<file path="src/rtl/vga_sync_gen.sv">
// VGA timing decoder: turns raw h/v counter values into registered syncs, de, coordinates and sof,
// with per-axis phase FSMs and a sticky sequence checker. Define VGA_TESTPAT_EN for colour-bar rgb.
`timescale 1ns/1ps
module vga_sync_gen #(
    parameter int unsigned H_ACTIVE = 640,
    parameter int unsigned H_FP     = 16,
    parameter int unsigned H_SYNC   = 96,
    parameter int unsigned H_TOTAL  = 824,
    parameter int unsigned V_ACTIVE = 480,
    parameter int unsigned V_FP     = 10,
    parameter int unsigned V_SYNC   = 2,
    parameter int unsigned V_TOTAL  = 601,
    parameter int unsigned HS_POL   = 0,
    parameter int unsigned VS_POL   = 0
) (
    input  logic        clk,
    input  logic        rst,
    input  logic        cen,
    input  logic [9:0]  h_val,
    input  logic [9:0]  v_val,
    output logic        hsync,
    output logic        vsync,
    output logic        de,
    output logic [9:0]  x,
    output logic [9:0]  y,
    output logic        sof,
    output logic        seq_err,
    output logic [1:0]  h_phase,
    output logic [1:0]  v_phase,
    output logic [11:0] rgb
);
    localparam int unsigned W = 10;

    localparam logic [1:0] ST_ACTIVE = 2'd0;
    localparam logic [1:0] ST_FP     = 2'd1;
    localparam logic [1:0] ST_SYNC   = 2'd2;
    localparam logic [1:0] ST_BP     = 2'd3;

    localparam logic HS_ON = 1'(HS_POL);
    localparam logic VS_ON = 1'(VS_POL);

    localparam logic [W-1:0] H_FP_AT   = W'(H_ACTIVE);
    localparam logic [W-1:0] H_SYNC_AT = W'(H_ACTIVE + H_FP);
    localparam logic [W-1:0] H_BP_AT   = W'(H_ACTIVE + H_FP + H_SYNC);
    localparam logic [W-1:0] H_LAST    = W'(H_TOTAL - 1);
    localparam logic [W-1:0] V_FP_AT   = W'(V_ACTIVE);
    localparam logic [W-1:0] V_SYNC_AT = W'(V_ACTIVE + V_FP);
    localparam logic [W-1:0] V_BP_AT   = W'(V_ACTIVE + V_FP + V_SYNC);
    localparam logic [W-1:0] V_LAST    = W'(V_TOTAL - 1);

    logic [W-1:0] prev_h, prev_v;
    logic [1:0]   h_nxt, v_nxt;
    logic         h_rng, v_rng, h_legal, v_legal;
    logic         de_nxt, sof_nxt, err_nxt;
    logic [W:0]   h_inc, v_inc;

    // Out-of-range forces BP, a broken sequence re-derives from the value, otherwise walk edges.
    function automatic logic [1:0] phase_step(input logic [1:0] cur, input logic [W-1:0] val,
                                              input logic in_rng, input logic legal,
                                              input logic [W-1:0] fp_at, input logic [W-1:0] sync_at,
                                              input logic [W-1:0] bp_at);
        logic [1:0] nxt;
        nxt = cur;
        if (!in_rng) begin
            nxt = ST_BP;
        end else if (!legal) begin
            if (val < fp_at)        nxt = ST_ACTIVE;
            else if (val < sync_at) nxt = ST_FP;
            else if (val < bp_at)   nxt = ST_SYNC;
            else                    nxt = ST_BP;
        end else if (val == '0) begin
            nxt = ST_ACTIVE;
        end else begin
            case (cur)
                ST_ACTIVE: if (val == fp_at)   nxt = ST_FP;
                ST_FP:     if (val == sync_at) nxt = ST_SYNC;
                ST_SYNC:   if (val == bp_at)   nxt = ST_BP;
                default:   nxt = ST_BP;
            endcase
        end
        return nxt;
    endfunction

    always_comb begin
        h_inc   = {1'b0, prev_h} + (W+1)'(1);
        v_inc   = {1'b0, v_val} - (W+1)'(0) == {1'b0, prev_v} ? {1'b0, prev_v} : {1'b0, prev_v} + (W+1)'(1);
        h_rng   = h_val < W'(H_TOTAL);
        v_rng   = v_val < W'(V_TOTAL);
        h_legal = ({1'b0, h_val} == h_inc) || (prev_h == H_LAST && h_val == '0);
        v_legal = ({1'b0, v_val} == v_inc) || (prev_v == V_LAST && v_val == '0);
        h_nxt   = phase_step(h_phase, h_val, h_rng, h_legal, H_FP_AT, H_SYNC_AT, H_BP_AT);
        v_nxt   = phase_step(v_phase, v_val, v_rng, v_legal, V_FP_AT, V_SYNC_AT, V_BP_AT);
        de_nxt  = (h_nxt == ST_ACTIVE) && (v_nxt == ST_ACTIVE);
        sof_nxt = (h_val == '0) && (v_val == '0) && !(prev_h == '0 && prev_v == '0);
        err_nxt = seq_err | ~h_rng | ~v_rng | ~h_legal | ~v_legal;
    end

    always_ff @(posedge clk or posedge rst) begin
        if (rst) begin
            h_phase <= ST_ACTIVE;
            v_phase <= ST_ACTIVE;
            prev_h  <= H_LAST;
            prev_v  <= V_LAST;
            hsync   <= ~HS_ON;
            vsync   <= ~VS_ON;
            de      <= 1'b0;
            x       <= '0;
            y       <= '0;
            sof     <= 1'b0;
            seq_err <= 1'b0;
        end else if (cen) begin
            h_phase <= h_nxt;
            v_phase <= v_nxt;
            prev_h  <= h_val;
            prev_v  <= v_val;
            hsync   <= (h_nxt == ST_SYNC) ? HS_ON : ~HS_ON;
            vsync   <= (v_nxt == ST_SYNC) ? VS_ON : ~VS_ON;
            de      <= de_nxt;
            x       <= de_nxt ? h_val : '0;
            y       <= de_nxt ? v_val : '0;
            sof     <= sof_nxt;
            seq_err <= err_nxt;
        end
    end

`ifdef VGA_TESTPAT_EN
    localparam logic [W-1:0] BAR_W = W'(H_ACTIVE / 8);

    logic [2:0]  bar;
    logic [11:0] rgb_nxt;

    // Bars in order white, yellow, cyan, green, magenta, red, blue, black.
    always_comb begin
        bar     = 3'(h_val / BAR_W);
        rgb_nxt = 12'h000;
        if (de_nxt) begin
            case (bar)
                3'd0:    rgb_nxt = 12'hFFF;
                3'd1:    rgb_nxt = 12'hFF0;
                3'd2:    rgb_nxt = 12'h0FF;
                3'd3:    rgb_nxt = 12'h0F0;
                3'd4:    rgb_nxt = 12'hF0F;
                3'd5:    rgb_nxt = 12'hF00;
                3'd6:    rgb_nxt = 12'h00F;
                default: rgb_nxt = 12'h000;
            endcase
        end
    end

    always_ff @(posedge clk or posedge rst) begin
        if (rst)      rgb <= 12'h000;
        else if (cen) rgb <= rgb_nxt;
    end
`else
    assign rgb = 12'h000;
`endif

endmodule

</file>
<file path="config.mk">
export PLATFORM = sky130hd
export DESIGN_NAME = vga_sync_gen
export DESIGN_NICKNAME = d
export VERILOG_FILES = /design/src/rtl/vga_sync_gen.sv
export SDC_FILE = /design/constraint.sdc
export NUM_CORES = 1
export LEC_CHECK = 0
export BUFFER_PORTS_ARGS = -buffer_cell sky130_fd_sc_hd__buf_2
export CAP_MARGIN = 25
export CORE_AREA = 10 10 89 106
export CTS_BUF_LIST = sky130_fd_sc_hd__clkbuf_4 sky130_fd_sc_hd__clkbuf_8
export DETAILED_ROUTE_END_ITERATION = 8
export DIE_AREA = 0 0 99 116
export PLACE_DENSITY = 0.66
export SLEW_MARGIN = 20
export SYNTH_ARGS = -nofsm -noshare
export SYNTH_HDL_FRONTEND = slang
export SYNTH_SLANG_ARGS = --single-unit
</file>
<file path="constraint.sdc">
create_clock -name clk -period 5.33 [get_ports clk]
set_input_delay 1.066 -clock clk [delete_from_list [all_inputs] [get_ports clk]]
set_output_delay 1.066 -clock clk [all_outputs]
set_load 0.02 [all_outputs]
</file>
# After elaboration in Yosys (flattened, before gate mapping)

Index checks and enable logic that the tools add are counted.

Add/sub/neg operators: 2
Magnitude comparators: 8
Eq/ne operators: 17
Multiplexer cells: 25
Bitwise gates (word level): 8
Reduce and logical (&&, ||, !) cells: 17

Operator list:

| operator                                                               | count |
|---|---|
| 10-bit == test (second input constant)                                 | 5 |
| 10-bit < comparator (second input constant)                            | 5 |
| 10-bit zero test                                                       | 4 |
| 2-bit two-way mux                                                      | 16 |
| 10-bit by 9-bit == test with 1-bit output (second input constant)      | 3 |
| 10-bit by 9-bit < comparator with 1-bit output (second input constant) | 3 |
| 10-bit by 1-bit adder with 11-bit output (second input constant)       | 2 |
| 10-bit by 11-bit == test with 1-bit output                             | 2 |
| 10-bit two-way mux                                                     | 2 |
| 2-bit one-hot mux with 3 select lines                                  | 2 |
| 11-bit two-way mux                                                     | 1 |
| 10-bit == test                                                         | 1 |
| 2-bit == test (second input constant)                                  | 4 |
| 2-bit zero test                                                        | 4 |
| 1-bit logical AND                                                      | 6 |
| 2-bit by 1-bit == test with 1-bit output (second input constant)       | 2 |
| 1-bit two-way mux                                                      | 4 |
| 1-bit inverter                                                         | 4 |
| 1-bit OR                                                               | 4 |
| 1-bit logical OR                                                       | 2 |
| 1-bit zero test                                                        | 1 |

Bits in registers: 49
Input bits: 23
Output and inout bits: 41
Logic and storage cells: 88

# Depth between registers and ports, before layout

Depth after elaboration: 9
Mapped depth: 11
Depth with buffers taken out: 9

# Worst setup path after synthesis

OpenSTA, ideal clock, no wires.

Path type: input-to-reg
Start: in v_val[9]
End: reg y[2]
Setup time: 0.066 ns
Data arrival time: 3.234 ns
Data required time: 5.264 ns
Setup slack: 2.029 ns
Cell stages on the path: 10
Buffers on the path: 2
Cells stage by stage: buf_2 or4_1 or4_4 clkinv_1 o21ai_1 nor2_1 mux2i_1 nor4_4 buf_6 a22o_1

Word-level cells in the longest chain between the ends: 9
Elaborated cells on any way between the ends: 26
Classes of those cells: order compare (4); eq/ne (5); mux (12); reduce/logical (5)

Ends and longest elaborated chain:

| item                                                                         | line | RTL |
|---|---|---|
| start: declaration                                                           | 20   | `input logic [9:0] v_val,` |
| 10-bit by 9-bit < comparator with 1-bit output, or another cell as far along | 69   | `else if (val < bp_at) nxt = ST_SYNC;` |
| 1-bit two-way mux, or another cell as far along                              | 69   |  |
| 2-bit two-way mux, or another cell as far along                              | 68   | `else if (val < sync_at) nxt = ST_FP;` |
| 2-bit two-way mux, or another cell as far along                              | 67   | `if (val < fp_at) nxt = ST_ACTIVE;` |
| 2-bit two-way mux                                                            | 66   | `end else if (!legal) begin` |
| 2-bit two-way mux (*)                                                        | 64   | `if (!in_rng) begin` |
| 2-bit zero test (*)                                                          | 93   | `de_nxt = (h_nxt == ST_ACTIVE) && (v_nxt == ST_ACTIVE);` |
| 1-bit logical AND (*)                                                        | 93   |  |
| 10-bit two-way mux (*)                                                       | 120  | `y <= de_nxt ? v_val : '0;` |
| end signal: assignment                                                       | 120  |  |
| end: declaration                                                             | 25   | `output logic [9:0] y,` |

Every way passes the cells marked *; elsewhere a longest branch is shown, timed or not.
A chain may end at the register's enable or synchronous reset.

# Worst setup path in the final report

Start: in v_val[6]
End: reg y[9]

The elaborated chain is that of the path after synthesis.

==> impl_metrics.json <==
{
  "status": "complete, no violations",
  "min_period_ns": 3.41,
  "cp_max_fo": 16,
  "hold_viol": 0,
  "synthArstFlopShare_pct": 100,
  "clock_skew_ns": 0.00941,
  "synthDistinctLibCells": 67,
  "p_leak_nw": 1.53,
  "crit_type": "input port to flop",
  "cts_made_buffers": 5,
  "nets": 389,
  "die-height_um": 116,
  "worst_pin_slew_ns": 0.826,
  "yosys-top-cells-area": "dfrtp_1 (28%), dfstp_2 (11%), mux2_2 (6.3%), a22o_1 (5.4%), xor2_1 (3.0%)",
  "max_slew_margin_pct": 44.9,
  "core_um2": 7270,
  "initialDrtViolationCount": 98,
  "portBuffers": 51,
  "area_growth_pct": 9.19,
  "max_freq_mhz": 293,
  "r2r_slack_ns": 2.11,
  "ys.flop_type": "dfrtp_1",
  "cp-startpoint": "v_val[6]",
  "cts_setup_buffers": 0,
  "dp_hpwl_um": 6470,
  "grt_max_degree": 50,
  "first_pass_iters": 4,
  "hp-start": "seq_err",
  "synthSimpleGateAreaFrac_pct": 17.0,
  "fin_util_pct": 48.4,
  "clk_path_buf_depth": 2,
  "fin_crit_sh_pct": 64.1,
  "drt-vias-per-instance": 5.96,
  "die_w_um": 99,
  "synth.cell_area_um2": 3230,
  "synth_seq_cells": 49,
  "slew_viol_final": 0,
  "start_kind": "input port",
  "htree_levels": 2,
  "num_antenna_cells": 0,
  "overflow": 0,
  "worst_setup_path_end_kind": "flop",
  "ir_drop_mv": 0.160,
  "via_count": 2699,
  "antenna_found_initial": 0,
  "r2r-start": "prev_h[0]",
  "rows": 34,
  "track_usage_pct": 14.9,
  "ios": 64,
  "worst_ep_arrival_time_ns": 3.67,
  "post_drt_wl_per_cell_um": 19.3,
  "routabilityCongestion": 0.942,
  "powerDensity_nw_per_um2": 253,
  "hold_class": "flop to flop",
  "hold_buffers": 0,
  "synth_edf_count": 0,
  "cts_sinks": 49,
  "synthMuxAreaShare_pct": 8.65,
  "dpl.cell_count": 444,
  "grt_pass1_vias": 2708,
  "layout_commonest_cell": "buf_2",
  "post_cts_resized": 0,
  "cts_root_buffer": "clkbuf_8",
  "synth-compound-area-share_pct": 20.4,
  "drc_errors": 0,
  "finalWirelength_um": 8730,
  "yosysWarnings": 0,
  "syn_area_per_cell_um2": 9.75,
  "start_util_pct": 44.4,
  "ant_nets": 0,
  "required_ns": 5.59,
  "setup_violations": 0,
  "synth_top_area_share_pct": 27.9,
  "clk_latency_ns": 0.31,
  "tns_ns": 0,
  "max_cap_violations": 0,
  "synth_fa_ha_area_share_pct": 1.55,
  "synth_seq_area_share_pct": 38.5,
  "mostFrequentLayoutCells": "buf_2 (51), dfrtp_1 (36), a22o_1 (20), nor2_1 (18), mux2_2 (18)",
  "synth-xor-area-share_pct": 5.43,
  "drive_gt1_share_pct": 28.9,
  "path_clk_slew_ns": 0.11,
  "synth_top_family_by_area": "compound AO/OA/AOI/OAI gates",
  "grt_pass1_wl_um": 14100,
  "synth_top_area_cell": "dfrtp_1",
  "fp.dieArea_um2": 11500,
  "rsz0062_at_grt": "no",
  "fin_cells": 453,
  "syn-instance-count": 331,
  "cts_tree": "built"
}
-- power by group --
group / internal [mW] / switching, mW
clock: 0.0985 / 0.144
combinational: 0.0803 / 0.120
sequential: 0.406 / 0.0428
-- metrics by stage --
step	instance area (um^2)	setup WS (ns)	total power, mW	hold WS, ns
final	3520	1.92	0.892	0.465
after global placement	3410	1.26	0.650	0.441
after detailed placement	3410	1.27	0.655	0.448
after CTS	3510	1.59	0.898	0.473
after floorplan	3270	2.03	0.602	0.495
after global routing	3520	1.73	0.936	0.504
-- flip-flops by register name, summed over array words and instances, names as in the netlist, 2 cells and up --
| name | count |
|---|---|
| h_phase | 2 |
| prev_v | 10 |
| prev_h | 10 |
| x | 10 |
| y | 10 |
| v_phase | 2 |
-- logic make-up (layout without fill, tap and decap cells) --
logic type	after synthesis	in the layout
AND/OR/NAND/NOR	94	94
AO/OA/AOI/OAI	89	89
buffers and inverters	50	71
flip-flops	49	49
multiplexers	24	24
XOR/XNOR	20	20
adder cells (fa/ha/maj)	4	4
other	1	12
-- path summary, 6_finish.rpt --
| path | to | cells after the start |
|---|---|---|
| max | y[9] | 10 |
| min | seq_err | 1 |
| max reg2reg | y[9] | 10 |
| min reg2reg | seq_err | 1 |
| max in group asynchronous | seq_err | 2 |
| min in group asynchronous | y[7] | 2 |
-- critical path, cell delays in order --
cell       delay (ns)
buf_2            0.14
xnor2_1          0.33
nand3_1          0.12
o221a_2          0.30
a2111oi_2        0.41
o21a_1           0.27
mux2i_1          0.14
nor4_4           0.47
clkbuf_8         0.29
a22o_1           0.14
-- final cells by class --
class                           instances  area (um^2)
Tap cell                               90          113
Fill cell                             699         3750
Timing Repair Buffer                   53          277
Inverter                               10         38.8
Clock inverter                          3         28.8
Multi-Input combinational cell        243         1760
Clock buffer                            5         68.8
Sequential cell                        49         1240
-- Yosys cell counts, drive strengths merged (2+ instances only) --
cell type,instances
and3,4
a211o,2
dfrtp,36
nand2b,7
dfstp,13
o2111ai,3
a22o,21
a31oi,5
a211oi,5
and4,2
or3,3
a21oi,8
ha,4
xnor2,9
o21a,3
nor2,18
nor2b,2
nor3,5
nand4,5
nand2,15
buf,28
mux2,18
nor4,8
clkbuf,12
xor2,11
a2111oi,2
o22ai,3
o21ai,17
inv,9
nand3,15
or4,6
a21o,5
mux2i,6
-- per-layer routing --
layer  up-vias  wire length (um)  GRT usage [%]
met5         -                 0              0
met3        17               491           3.45
met2        95              4530           26.6
li1       1262                 -              -
met4         0               141           4.40
met1      1325              3560           17.3
Power figures use the tool's default switching activity.
